**src/rtl/id_ex_stage.sv**
```systemverilog
// rtl/id_ex_stage.sv - ID/EX pipeline register with forwarding, operand select and load-use stall
module id_ex_stage (
    input  logic        clk,
    input  logic        reset,
    // decoded instruction from ID
    input  logic        id_valid,
    input  logic [4:0]  id_rs_addr,
    input  logic [4:0]  id_rt_addr,
    input  logic        id_uses_rs,
    input  logic        id_uses_rt,
    input  logic [31:0] id_rs_data,
    input  logic [31:0] id_rt_data,
    input  logic [31:0] id_imm32,
    input  logic [4:0]  id_shamt,
    input  logic        id_alusrc_a,
    input  logic        id_alusrc_b,
    input  logic [5:0]  id_alufun,
    input  logic        id_sign,
    input  logic        id_reg_write,
    input  logic        id_mem_read,
    input  logic        id_mem_write,
    input  logic [4:0]  id_dst,
    // pipeline control
    input  logic        flush,
    input  logic        hold,
    // forwarding sources
    input  logic        exmem_reg_write,
    input  logic [4:0]  exmem_dst,
    input  logic [31:0] exmem_result,
    input  logic        memwb_reg_write,
    input  logic [4:0]  memwb_dst,
    input  logic [31:0] memwb_result,
    // outputs
    output logic        stall,
    output logic [31:0] alu_a,
    output logic [31:0] alu_b,
    output logic        alu_sign,
    output logic [5:0]  alu_fun,
    output logic [31:0] ex_store_data,
    output logic        ex_valid,
    output logic        ex_reg_write,
    output logic        ex_mem_read,
    output logic        ex_mem_write,
    output logic [4:0]  ex_dst
);

    // registered state
    logic        valid_q,     valid_d;
    logic [4:0]  rs_addr_q,   rs_addr_d;
    logic [4:0]  rt_addr_q,   rt_addr_d;
    logic        uses_rs_q,   uses_rs_d;
    logic        uses_rt_q,   uses_rt_d;
    logic [31:0] rs_data_q,   rs_data_d;
    logic [31:0] rt_data_q,   rt_data_d;
    logic [31:0] imm32_q,     imm32_d;
    logic [4:0]  shamt_q,     shamt_d;
    logic        alusrc_a_q,  alusrc_a_d;
    logic        alusrc_b_q,  alusrc_b_d;
    logic [5:0]  alufun_q,    alufun_d;
    logic        sign_q,      sign_d;
    logic        reg_write_q, reg_write_d;
    logic        mem_read_q,  mem_read_d;
    logic        mem_write_q, mem_write_d;
    logic [4:0]  dst_q,       dst_d;

    logic        load_use;
    logic        rs_hit;
    logic        rt_hit;
    logic [31:0] fwd_rs;
    logic [31:0] fwd_rt;

    // Load-use: the load in EX has no data until MEM, so a dependent ID instruction must wait one cycle
    always_comb begin
        rs_hit   = id_uses_rs && (id_rs_addr == dst_q);
        rt_hit   = id_uses_rt && (id_rt_addr == dst_q);
        load_use = valid_q && mem_read_q && (dst_q != 5'd0) && (rs_hit || rt_hit);
        stall    = hold || (load_use && id_valid);
    end

    // Next-state select: flush beats hold, hold beats load-use bubble, otherwise capture ID
    always_comb begin
        valid_d     = valid_q;
        rs_addr_d   = rs_addr_q;
        rt_addr_d   = rt_addr_q;
        uses_rs_d   = uses_rs_q;
        uses_rt_d   = uses_rt_q;
        rs_data_d   = rs_data_q;
        rt_data_d   = rt_data_q;
        imm32_d     = imm32_q;
        shamt_d     = shamt_q;
        alusrc_a_d  = alusrc_a_q;
        alusrc_b_d  = alusrc_b_q;
        alufun_d    = alufun_q;
        sign_d      = sign_q;
        reg_write_d = reg_write_q;
        mem_read_d  = mem_read_q;
        mem_write_d = mem_write_q;
        dst_d       = dst_q;

        if (flush || (!hold && (load_use || !id_valid))) begin
            // bubble: all-zero fields make the ALU compute 0+0 with no side effects
            valid_d     = 1'b0;
            rs_addr_d   = 5'd0;
            rt_addr_d   = 5'd0;
            uses_rs_d   = 1'b0;
            uses_rt_d   = 1'b0;
            rs_data_d   = 32'd0;
            rt_data_d   = 32'd0;
            imm32_d     = 32'd0;
            shamt_d     = 5'd0;
            alusrc_a_d  = 1'b0;
            alusrc_b_d  = 1'b0;
            alufun_d    = 6'd0;
            sign_d      = 1'b0;
            reg_write_d = 1'b0;
            mem_read_d  = 1'b0;
            mem_write_d = 1'b0;
            dst_d       = 5'd0;
        end else if (!hold) begin
            valid_d     = 1'b1;
            rs_addr_d   = id_rs_addr;
            rt_addr_d   = id_rt_addr;
            uses_rs_d   = id_uses_rs;
            uses_rt_d   = id_uses_rt;
            rs_data_d   = id_rs_data;
            rt_data_d   = id_rt_data;
            imm32_d     = id_imm32;
            shamt_d     = id_shamt;
            alusrc_a_d  = id_alusrc_a;
            alusrc_b_d  = id_alusrc_b;
            alufun_d    = id_alufun;
            sign_d      = id_sign;
            reg_write_d = id_reg_write;
            mem_read_d  = id_mem_read;
            mem_write_d = id_mem_write;
            dst_d       = id_dst;
        end
    end

    // Pipeline register with synchronous clear
    always_ff @(posedge clk) begin
        if (reset) begin
            valid_q     <= 1'b0;
            rs_addr_q   <= 5'd0;
            rt_addr_q   <= 5'd0;
            uses_rs_q   <= 1'b0;
            uses_rt_q   <= 1'b0;
            rs_data_q   <= 32'd0;
            rt_data_q   <= 32'd0;
            imm32_q     <= 32'd0;
            shamt_q     <= 5'd0;
            alusrc_a_q  <= 1'b0;
            alusrc_b_q  <= 1'b0;
            alufun_q    <= 6'd0;
            sign_q      <= 1'b0;
            reg_write_q <= 1'b0;
            mem_read_q  <= 1'b0;
            mem_write_q <= 1'b0;
            dst_q       <= 5'd0;
        end else begin
            valid_q     <= valid_d;
            rs_addr_q   <= rs_addr_d;
            rt_addr_q   <= rt_addr_d;
            uses_rs_q   <= uses_rs_d;
            uses_rt_q   <= uses_rt_d;
            rs_data_q   <= rs_data_d;
            rt_data_q   <= rt_data_d;
            imm32_q     <= imm32_d;
            shamt_q     <= shamt_d;
            alusrc_a_q  <= alusrc_a_d;
            alusrc_b_q  <= alusrc_b_d;
            alufun_q    <= alufun_d;
            sign_q      <= sign_d;
            reg_write_q <= reg_write_d;
            mem_read_q  <= mem_read_d;
            mem_write_q <= mem_write_d;
            dst_q       <= dst_d;
        end
    end

    // Forwarding: youngest producer (EX/MEM) wins; $0 is never forwarded
    always_comb begin
        if (exmem_reg_write && (exmem_dst != 5'd0) && (exmem_dst == rs_addr_q)) begin
            fwd_rs = exmem_result;
        end else if (memwb_reg_write && (memwb_dst != 5'd0) && (memwb_dst == rs_addr_q)) begin
            fwd_rs = memwb_result;
        end else begin
            fwd_rs = rs_data_q;
        end

        if (exmem_reg_write && (exmem_dst != 5'd0) && (exmem_dst == rt_addr_q)) begin
            fwd_rt = exmem_result;
        end else if (memwb_reg_write && (memwb_dst != 5'd0) && (memwb_dst == rt_addr_q)) begin
            fwd_rt = memwb_result;
        end else begin
            fwd_rt = rt_data_q;
        end
    end

    // Operand selection and registered control outputs
    always_comb begin
        alu_a         = alusrc_a_q ? {27'd0, shamt_q} : fwd_rs;
        alu_b         = alusrc_b_q ? imm32_q : fwd_rt;
        ex_store_data = fwd_rt;
        alu_fun       = alufun_q;
        alu_sign      = sign_q;
        ex_valid      = valid_q;
        ex_reg_write  = reg_write_q;
        ex_mem_read   = mem_read_q;
        ex_mem_write  = mem_write_q;
        ex_dst        = dst_q;
    end

endmodule

```
**config.mk**
```make
export PLATFORM = sky130hd
export DESIGN_NAME = id_ex_stage
export DESIGN_NICKNAME = d
export VERILOG_FILES = /design/src/rtl/id_ex_stage.sv
export SDC_FILE = /design/constraint.sdc
export NUM_CORES = 1
export LEC_CHECK = 0
export ABC_AREA = 1
export BUFFER_PORTS_ARGS = -buffer_cell sky130_fd_sc_hd__buf_2
export CAP_MARGIN = 40
export CORE_MARGIN = 10
export CORE_UTILIZATION = 52
export CTS_CLUSTER_SIZE = 40
export DETAILED_ROUTE_END_ITERATION = 6
export PLACE_DENSITY = 0.87
export SLEW_MARGIN = 20
export SYNTH_ARGS = -nofsm -noshare
export SYNTH_HDL_FRONTEND = slang
export SYNTH_SLANG_ARGS = --single-unit
```
**constraint.sdc**
```tcl
create_clock -name clk -period 2.4 [get_ports clk]
set_clock_uncertainty 0.15 [all_clocks]
set_input_delay 0.36 -clock clk [delete_from_list [all_inputs] [get_ports clk]]
set_output_delay 0.36 -clock clk [all_outputs]
set_load 0.01 [all_outputs]
```
## Word level (Yosys, flattened, before mapping)

Index checks and enable logic that the tools add are counted.
W data, S select, Z words.

| cells by class | value |
|---|---|
| equality and inequality tests | 6 |
| muxes and demuxes | 6 |
| reductions and logical operators | 23 |

Operators with widths:

| cell | count |
|---|---|
| $mux W32 | 6 |
| $eq A5 B5 Y1 | 6 |
| $reduce_bool A5 Y1 | 3 |
| $logic_and A1 B1 Y1 | 13 |
| $logic_or A1 B1 Y1 | 4 |
| $logic_not A1 Y1 | 2 |
| $reduce_or A2 Y1 | 1 |

| storage, ports and cells | value |
|---|---|
| register bits after elaboration | 129 |
| input bits | 211 |
| output and inout bits | 113 |
| word-level logic and storage cells | 50 |

## Logic depth before layout (Yosys ltp)

Gate-level depths: netlist of run 1.

| depth | value |
|---|---|
| depth in word-level cells | 8 |
| depth in mapped cells | 13 |
| gate-level depth less buffers | 11 |

## Worst setup path before layout of run 1

Ideal clock, no wire load.

| timing | value |
|---|---|
| kind | input port to output port |
| start | input port exmem_dst[2] |
| end | output port ex_store_data[10] |
| data arrival time | 1.361 ns |
| required time | 1.890 ns |
| slack | 0.529 ns |
| cell stages on the path | 7 |
| path buffers | 1 |
| cells stage by stage | nor2_1 nand2_1 o21ai_1 nand3b_1 buf_2 nand3_1 and2_1 |

| on the way | value |
|---|---|
| cells in the longest elaborated chain, start to end | 4 |
| elaborated cells between the ends (all ways) | 5 |
| those cells by class | 1 x eq/ne; 1 x mux; 3 x reduce/logical |

RTL lines:

| what | line | RTL |
|---|---|---|
| from (decl) | 28 | `input logic [4:0] exmem_dst,` |
| $reduce_bool A5 Y1 | 191 | `if (exmem_reg_write && (exmem_dst != 5'd0) && (exmem_dst == rt_addr_q)) begin` |
| $logic_and A1 B1 Y1 | 191 |  |
| $logic_and A1 B1 Y1 (*) | 191 |  |
| $mux W32 (*) | 191 |  |
| to (decl) | 39 | `output logic [31:0] ex_store_data,` |

Every way passes the cells marked *; elsewhere a longest branch is shown, timed or not.

## Final worst setup path of run 1

| timing | value |
|---|---|
| start | register rt_addr_q[4] |
| end | output port alu_b[4] |

| on the way | value |
|---|---|
| cells in the longest elaborated chain, start to end | 5 |
| elaborated cells between the ends (all ways) | 7 |
| those cells by class | 2 x eq/ne; 3 x mux; 2 x reduce/logical |

RTL lines:

| what | line | RTL |
|---|---|---|
| from (decl) | 50 | `logic [4:0] rt_addr_q, rt_addr_d;` |
| from (signal assigned) | 163 | `rt_addr_q <= rt_addr_d;` |
| $eq A5 B5 Y1 | 193 | `end else if (memwb_reg_write && (memwb_dst != 5'd0) && (memwb_dst == rt_addr_q)) begin` |
| $logic_and A1 B1 Y1 | 193 |  |
| $mux W32 | 193 |  |
| $mux W32 (*) | 191 |  |
| $mux W32 (*) | 203 | `alu_b = alusrc_b_q ? imm32_q : fwd_rt;` |
| to (decl) | 36 | `output logic [31:0] alu_b,` |

Marked as above.

==> out/qor.txt, run 1 <==
outcome -> finished, violations left
violated checks -> negative setup slack
Worst path slowest cell -> dfxtp_1
Die Height -> 140.8 um
total CTS buffers -> 17
first drt pass iteration count -> 6
initial antenna violation count -> 3
largest net degree at the start of global routing -> 53
share of layout cells above drive strength 1 -> 50.45%
Buf+Inv Stages, Crit Path -> 2
critical path startpoint category -> flip-flop
Fill cells -> 782
share of power burned in registers -> 36.6%
largest family of logic cells by synthesized area -> simple AND/OR/NAND/NOR gates
row count -> 44
Simple-Gate Fraction of Synth Area -> 38.14%
min cycle time layout -> 2.643 ns
worst reg2reg path depth -> 12
Synth Area in XOR/XNOR -> 2.078%
leak pwr -> 6.486 nW
CP most frequent cell -> nand3_1
register area -> 2603 um2
PortBufs -> 323
WHS Endpoint -> shamt_q[3]
IO Pins -> 324
Synth Area per Inst -> 6.935 um2
Peak VDD IR -> 0.0004507 V
required time of the worst setup path -> 1.89 ns
reg-to-reg setup timing slack -> 0.34 ns
critical path data arrival time -> 2.13 ns
critical path's top delay family -> simple AND/OR/NAND/NOR gates
setup violators final -> 96
Hold Crit Start -> id_shamt[3]
core area -> 14420 um2
CTS Sinks -> 129
clock tree buffer depth -> 2
Netlist cell types -> 24
total number of vias -> 9864
die width -> 140.8 um
first-pass GRT wire length -> 50.44 mm
critical path class -> flip-flop to output port
portion of netlist area occupied by mux cells -> 14.78%
Crit path depth -> 8
crit path capture type -> output port
Max Slew Vio Count -> 0
sequential area share after synthesis -> 34.04%
commonest non-fill, non-tap cells in the layout -> 268 x buf_2, 149 x nand3_2, 144 x nor2_1, 128 x nand2_1, 121 x dfxtp_1
worst r2r src -> ex_dst[3]
post-synthesis compound-gate area fraction -> 1.121%
max frequency -> 378.4 MHz
Multi-input gate area -> 5659 um2
Final HPWL DP -> 21.74 mm
Slew HR -> 63.20%
gr usage total -> 31.90%
number of H-tree levels -> 4
Synth area leader -> dfxtp_1
Adder-Cell Fraction of Synth Area -> 0%
die area -> 19820 um2
post-synth top area share -> 34.04%
switching share of power -> 28.86%
Post-route DRC -> 0
max cap viols -> 0
Hold Crit Class -> input port to flip-flop
vias in the first global route -> 9441
CP peak stage delay -> 0.35 ns
Clock Power Share -> 41.4%
total of warnings raised by yosys -> 0
crit path max fanout -> 32
final worst slack -> -0.2426 ns
Synthesized Nets -> 1305
Power Internal -> 0.004393 W
remaining global-route overflow -> 0
Worst-Skew Late Latency -> 0.42 ns
Hold WS -> 0.02766 ns
RSZ-0062 raised after global routing -> true
Hold Vio Cnt, Final -> 0
Worst-path clk slew -> 0.06 ns
gp weighted congestion -> 0.9214
Final nets -> 1630
remaining antenna violation count -> 0
PD cells -> 500.7 nW/um2
cell area after synthesis -> 7587 um2
Total Wirelength -> 38.65 mm
Syn Inst Count -> 1094
worst r2r dst -> rs_data_q[18]
crit share post-route -> 110.1%
vias per cell -> 6.104
combinational share of power -> 22.0%
Seq cells post-synth -> 129
routed len/inst -> 23.92 um
Hold Buf Count CTS -> 0
crit path cell chain -> xor2_1 > nor2_4 > buf_12 > nand3_1 > nand3_2 > nand3_1 > nand2_1 > buf_2
most common cell after layout, fill and taps aside -> buf_2
CTS tree -> done
Synth-to-Final Area Change -> 62.52%
Iter 0 DRT Violations -> 1269
dpl ws -> 0.06869 ns
hold path cells -> 3
switching power of the nets -> 0.001782 W
root buffer cell -> clkbuf_16
Synth area leaders -> dfxtp_1 34%, nand3_1 17%, mux2i_1 15%
Starting Density -> 52.60%
Worst-Margin Slew -> 0.5519 ns
==> what timing repair did <==
action | 4_1_cts | 5_1_grt
gates cloned | 11 | 6
setup buffers | 8 | 4
gates resized for setup | 193 | 245
setup endpoints to repair | 96 | 96
pin swaps | 56 | 71
==> synth_stat cells (all sizes together) <==
master / number
and2: 32
buf: 55
clkbuf: 21
clkinv: 1
dfxtp: 129
inv: 85
mux2i: 112
nand2: 210
nand3: 260
nand3b: 1
nor2: 151
nor3: 2
o21ai: 17
xnor2: 9
xor2: 9
==> worst min-delay path: cells and delay by family <==
kind	cells	cell delay [ns]
muxes	1	0.05
and+or+nand+nor	1	0.08
buffers and inverters	1	0.07
==> metal layers <==
| metal | part of all wire (%) | track usage, % | vias up |
|---|---|---|---|
| met5 | 0.12 | 0 | - |
| met1 | 33 | 34.89 | 4477 |
| met2 | 47 | 53.50 | 863 |
| li1 | - | - | 4213 |
| met4 | 7.7 | 17.07 | 6 |
| met3 | 13 | 10.75 | 305 |
==> through the flow <==
step / power (W) / utilization, % / setup TNS [ns] / cell area, um2 / instances
after CTS: 0.005938 / 77.24 / -9.709 / 11140 / 1607
after global placement: 0.003277 / 65.62 / 0 / 9465 / 1558
final: 0.006174 / 85.49 / -14.44 / 12330 / 1616
after floorplan: 0.002836 / - / 0 / 7587 / 1094
after global routing: 0.006329 / 85.47 / -20.39 / 12330 / 1615
after detailed placement: 0.003296 / 65.62 / 0 / 9465 / 1558
==> flip-flops by register name, indices dropped and copies added (netlist names) <==
name          flops
ex_reg_write      1
rs_data_q        32
rs_addr_q         5
rt_addr_q         5
alusrc_b_q        1
alu_fun           6
imm32_q          32
ex_valid          1
ex_mem_read       1
alu_sign          1
ex_dst            5
rt_data_q        32
ex_mem_write      1
alusrc_a_q        1
shamt_q           5
==> cell families (layout without fill, tap and decap cells) <==
group / Yosys count / after routing
AO/OA/AOI/OAI: 17 / 17
flip-flops: 129 / 129
AND/OR/NAND/NOR: 656 / 656
other: 0 / 1
buffers and inverters: 162 / 499
XOR/XNOR: 18 / 18
multiplexers: 112 / 112
==> power groups by stage <==
| stage | Sequential (W) | Clock, W | Combinational, W |
|---|---|---|---|
| final | 0.00226 | 0.00256 | 0.00136 |
| after global routing | 0.00227 | 0.00263 | 0.00143 |
| after CTS | 0.00225 | 0.00254 | 0.00115 |
| after detailed placement | 0.00229 | 0 | 0.00101 |
| after global placement | 0.00229 | 0 | 0.000989 |
| after floorplan | 0.00228 | 0 | 0.000553 |
==> final cells by class <==
class,count,share of cell area (%)
antenna,1,0.02029
inverter,86,2.618
clock inverter,6,0.6494
multi-input combinational,803,45.90
clock buffer,25,3.937
tap,184,1.867
timing repair buffer,382,23.91
sequential,129,21.11
==> worst max path at each step <==
stage	startpoint	end	slack, ns
floorplan	exmem_dst[2]	ex_store_data[10]	0.53
global placement	exmem_dst[2]	alu_a[0]	0.12
detailed placement	memwb_dst[4]	alu_b[20]	0.07
CTS	rt_addr_q[0]	alu_b[30]	-0.15
global route	rs_addr_q[0]	alu_a[10]	-0.30
finish	rt_addr_q[4]	alu_b[4]	-0.24
Note: power is estimated with default switching activity, not from simulation.
==> run 2: changes to the inputs <==
- CORE_UTILIZATION: 52 -> 49
- PLACE_DENSITY: 0.87 -> 0.83
- clock period: 2.4 -> 2.6 ns (I/O delays scaled with it)
==> run 2 against run 1 <==
  * The run now ends clean
  * Via count down 12%
  * Worst hold slack better by 0.042 ns
  * Global-route usage down 5.3 points
  * Final cell count down 1.2%
  * Final area down 16%
  * Sequential share of layout area up 4.0 points
  * Worst setup slack better by 0.28 ns
  * Critical endpoint is now alu_b[2]
  * Highest routed layer unchanged
==> out/qor.txt, run 2 (synthesis gave the netlist of run 1 again) <==
worst r2r src -> ex_dst[2]
Worst setup startpoint -> rt_addr_q[4]
worst r2r dst -> imm32_q[13]
Peak VDD IR -> 0.0006327 V
outcome -> finished clean
highest routed layer -> met5
worst reg2reg path depth -> 12
Multi-input gate area -> 4523 um2
RSZ-0062 raised after global routing -> true
setup violators final -> 0
core area -> 15200 um2
Worst-path clk slew -> 0.06 ns
number of H-tree levels -> 4
min cycle time layout -> 2.567 ns
most common cell after layout, fill and taps aside -> buf_2
max cap viols -> 0
PD cells -> 528.2 nW/um2
initial antenna violation count -> 4
dpl ws -> 0.04100 ns
Iter 0 DRT Violations -> 780
CTS tree -> done
first drt pass iteration count -> 6
Die Height -> 144.4 um
die width -> 144.4 um
first-pass GRT wire length -> 43.60 mm
non-filler instance count after layout -> 1596
setup TNS -> 0 ns
Hold Crit Start -> id_shamt[1]
routed len/inst -> 18.70 um
Worst-Margin Slew -> 0.8892 ns
die area -> 20860 um2
crit share post-route -> 98.72%
share of layout cells above drive strength 1 -> 32.24%
met1 wire length -> 11.09 mm
critical path class -> flip-flop to output port
vias in the first global route -> 8356
final worst slack -> 0.03331 ns
required time of the worst setup path -> 2.06 ns
PortBufs -> 323
Final nets -> 1604
total CTS buffers -> 17
remaining antenna violation count -> 0
critical path data arrival time -> 2.03 ns
Total Wirelength -> 29.84 mm
WL met3 -> 3.525 mm
Synth-to-Final Area Change -> 36.15%
WHS Endpoint -> shamt_q[1]
crit path capture type -> output port
commonest non-fill, non-tap cells in the layout -> 322 x buf_2, 236 x nand3_1, 202 x nand2_1, 144 x nor2_1, 121 x dfxtp_1
root buffer cell -> clkbuf_16
critical path startpoint category -> flip-flop
Final HPWL DP -> 21.48 mm
Placed Cells incl. Taps -> 1558
Slew HR -> 40.72%
IO Pins -> 324
clock tree buffer depth -> 2
Fill cells -> 1308
Max Slew Vio Count -> 0
max frequency -> 389.6 MHz
largest net degree at the start of global routing -> 131
Hold Buf Count CTS -> 0
remaining global-route overflow -> 0
Largest regs -> imm32_q: 32 flops, rs_data_q: 32 flops, rt_data_q: 32 flops
vias per cell -> 5.423
reg-to-reg setup timing slack -> 0.70 ns
Starting Density -> 49.91%
CTS Sinks -> 129
Hold Vio Cnt, Final -> 0
hold path cells -> 3
register area -> 2592 um2
Post-route DRC -> 0
total number of vias -> 8655
Met2 Wirelength -> 14.35 mm
leak pwr -> 5.761 nW
row count -> 45
Hold Crit Class -> input port to flip-flop
Worst-Skew Late Latency -> 0.41 ns
gr usage total -> 26.57%
Core Util, Final -> 67.95%
gp weighted congestion -> 0.9633
crit path max fanout -> 16
[run 2: cell types whose count changed in the layout (fill, tap and decap cells not counted), sizes merged]
| cell | delta |
|---|---|
| buf | -22 |
| bufinv | +1 |
| clkbuf | -9 |
| clkinv | +2 |
| clkinvlp | +2 |
| diode | +2 |
[run 2: worst max-delay path by stage]
| stage | end | slack, ns | depth (start not counted) |
|---|---|---|---|
| 2_1_floorplan | ex_store_data[10] | 0.67 | 7 |
| 3_3_place_gp | alu_b[31] | 0.06 | 10 |
| 3_5_place_dp | alu_b[31] | 0.04 | 10 |
| 4_1_cts | alu_b[31] | -0.02 | 9 |
| 5_1_grt | alu_b[5] | -0.09 | 12 |
| 6_report | alu_b[2] | 0.03 | 8 |
[run 2: stage by stage]
step           hold slack [ns]  area (um2)  power [W]
2_1_floorplan           0.3292        7587   0.002618
3_3_place_gp            0.3330        9390   0.003021
3_5_place_dp            0.3440        9390   0.003037
4_1_cts                0.05643       10050   0.005439
5_1_grt                0.06623       10330   0.005657
6_report               0.07004       10330   0.005457
[run 2: layer usage]
layer / global-route usage, % / vias to the layer above
li1: - / 4138
met1: 30.59 / 3931
met2: 44.12 / 511
met3: 8.626 / 73
met4: 11.60 / 2
met5: 0 / -
[run 2: critical path, stage by stage (launching register included)]
cell and delay, ns:
dfxtp_1 0.41, xor2_1 0.26, nor2_4 0.07, nand3b_1 0.13, buf_4 0.27, nand3_1 0.13
nand3_1 0.11, nand2_1 0.08, buf_2 0.15
[run 2: cell type report]
| class | count | share of cell area, % |
|---|---|---|
| Inverter | 86 | 3.125 |
| Clock inverter | 11 | 1.344 |
| Sequential cell | 129 | 25.10 |
| Antenna cell | 3 | 0.07267 |
| Tap cell | 188 | 2.277 |
| Multi-Input combinational cell | 803 | 43.79 |
| Timing Repair Buffer | 356 | 19.97 |
| Clock buffer | 20 | 4.324 |
[run 2: timing repair]
| item | in CTS | in global routing |
|---|---|---|
| gates resized for setup | 9 | 57 |
| cloned | 1 | 2 |
| setup endpoints to repair | 30 | 84 |
| buffers inserted | 3 | 0 |
| pin swaps | 2 | 8 |
[run 2: report_power, final]
group / leakage, nW / switching [W] / internal, W
clock: 0.285 / 0.000894 / 0.00152
combinational: 4.42 / 0.000561 / 0.000408
sequential: 1.05 / 0.0000386 / 0.00204
total: 5.76 / 0.00149 / 0.00396
==> run 3: changes to the inputs <==
- SETUP_SLACK_MARGIN: unset -> 0.5
- TNS_END_PERCENT: unset -> 20
==> run 3 against run 2 <==
  * The run now ends with negative setup slack left
  * Via count rose by 2.6%
  * Maximum frequency is 2.1% lower
  * Clock power about the same
  * Sequential cell count unchanged
  * Critical path depth rose by 4
  * Combinational power up 7%
  * Clock-buffer cell count unchanged
  * Final cell count is 0.50% higher
  * Final area increased by 5.1%
  * Core utilization up 3.5 points
==> out/qor.txt, run 3 (synthesis gave the netlist of run 1 again) <==
max frequency -> 381.6 MHz
Hold Buf Count CTS -> 0
Hold WS -> 0.06108 ns
Worst-Skew Late Latency -> 0.42 ns
PD cells -> 509.7 nW/um2
first drt pass iteration count -> 6
setup violators final -> 4
Hold Crit Class -> input port to flip-flop
RSZ-0062 raised after global routing -> true
Fill cells -> 1226
worst reg2reg path depth -> 12
number of H-tree levels -> 4
root buffer cell -> clkbuf_16
most common cell after layout, fill and taps aside -> buf_2
Total Wirelength -> 31.31 mm
Die Height -> 144.4 um
critical path class -> flip-flop to output port
required time of the worst setup path -> 2.06 ns
Final HPWL DP -> 21.48 mm
critical path data arrival time -> 2.08 ns
Placed Cells incl. Taps -> 1558
non-filler instance count after layout -> 1604
clock tree buffer depth -> 2
total number of vias -> 8884
routed len/inst -> 19.52 um
Largest regs -> imm32_q: 32 flops, rs_data_q: 32 flops, rt_data_q: 32 flops
vias per cell -> 5.539
Iter 0 DRT Violations -> 703
min cycle time layout -> 2.621 ns
Final nets -> 1614
Max Slew Vio Count -> 0
hold path cells -> 3
core area -> 15200 um2
gp weighted congestion -> 0.9633
crit path max fanout -> 6
die width -> 144.4 um
Post-route DRC -> 0
share of layout cells above drive strength 1 -> 36.33%
largest net degree at the start of global routing -> 131
crit share post-route -> 100.8%
Synth-to-Final Area Change -> 43.14%
remaining antenna violation count -> 0
crit path capture type -> output port
Peak VDD IR -> 0.0006332 V
remaining global-route overflow -> 0
IO Pins -> 324
violated checks -> negative setup slack
PortBufs -> 323
commonest non-fill, non-tap cells in the layout -> 307 x buf_2, 218 x nand3_1, 182 x nand2_1, 144 x nor2_1, 116 x dfxtp_1
Worst-Margin Slew -> 0.9231 ns
row count -> 45
total CTS buffers -> 17
initial antenna violation count -> 2
register area -> 2611 um2
critical path startpoint category -> flip-flop
CTS Sinks -> 129
gr usage total -> 27.07%
Slew HR -> 38.46%
Worst-path clk slew -> 0.06 ns
leak pwr -> 5.975 nW
vias in the first global route -> 8451
Starting Density -> 49.91%
max cap viols -> 0
first-pass GRT wire length -> 44.35 mm
CTS tree -> done
outcome -> finished, violations left
Multi-input gate area -> 4718 um2
Core Util, Final -> 71.44%
final worst slack -> -0.02083 ns
die area -> 20860 um2
Hold Vio Cnt, Final -> 0
==> run 3: changes by cell type in the layout (fill, tap and decap cells not counted), moves of 4 or more <==
cell     change
nand2_2     +15
xnor2_2      +4
dfxtp_1      -5
buf_6       +15
nand2_4      +5
buf_12       +6
xnor2_1      -4
nand3_1     -18
dfxtp_4      +5
inv_2        +5
inv_1        -5
buf_2       -15
nand2_1     -20
nand3_2     +16
==> run 3: cell type report <==
| class | instances | area share [%] |
|---|---|---|
| Clock inverter | 11 | 1.279 |
| Sequential cell | 129 | 24.04 |
| Timing Repair Buffer | 366 | 21.96 |
| Tap cell | 188 | 2.166 |
| Antenna cell | 1 | 0.02304 |
| Inverter | 86 | 2.972 |
| Multi-Input combinational cell | 803 | 43.44 |
| Clock buffer | 20 | 4.113 |
==> run 3: path summary, 6_finish.rpt <==
check	start	to	slack, ns
setup / recovery	rt_addr_q[3]	alu_b[1]	-0.02
hold / removal	id_rs_data[28]	rs_data_q[28]	0.06
setup reg to reg	ex_dst[2]	imm32_q[13]	0.77
hold reg to reg	alu_fun[3]	alu_fun[3]	0.35
==> run 3: metal layers <==
metal	wire length [um]	GRT usage [%]	vias up
met4	1220	12.13	2
met5	20	0	-
met2	15070	44.89	519
met1	11450	31.25	4088
met3	3544	8.527	107
li1	-	-	4168
==> run 3: critical path: stages, from the launching register on <==
cell and delay (ns):
dfxtp_2 0.33, inv_2 0.05, nand2_1 0.04, nand2_1 0.08, nand3_2 0.11, nor2_4 0.19
buf_6 0.19, buf_12 0.14, nand3_1 0.09, nand3_2 0.09, nand3_2 0.09, nand2_1 0.11
buf_2 0.14
==> run 3: power by group <==
part,total (W),switching (W),internal [W]
Sequential,0.00207,0.0000414,0.00203
Clock,0.00242,0.000904,0.00152
Combinational,0.00104,0.000588,0.000450
Total,0.00554,0.00153,0.00400
==> run 3: through the flow <==
stage / setup TNS (ns) / instance area, um2 / worst slack [ns] / power (W)
2_1_floorplan: 0 / 7587 / 0.6691 / 0.002618
3_3_place_gp: 0 / 9390 / 0.05929 / 0.003021
3_5_place_dp: 0 / 9390 / 0.04100 / 0.003037
4_1_cts: 0 / 10210 / 0.006026 / 0.005456
5_1_grt: -3.504 / 10860 / -0.08891 / 0.005722
6_report: -0.03631 / 10860 / -0.02083 / 0.005535
==> run 3: repair_timing <==
item                                    4_1_cts  5_1_grt
pin swaps                                    10       37
gates cloned                                  3        5
gates resized for setup                      36      121
setup buffers                                 3        3
endpoints found under the setup margin       97       97
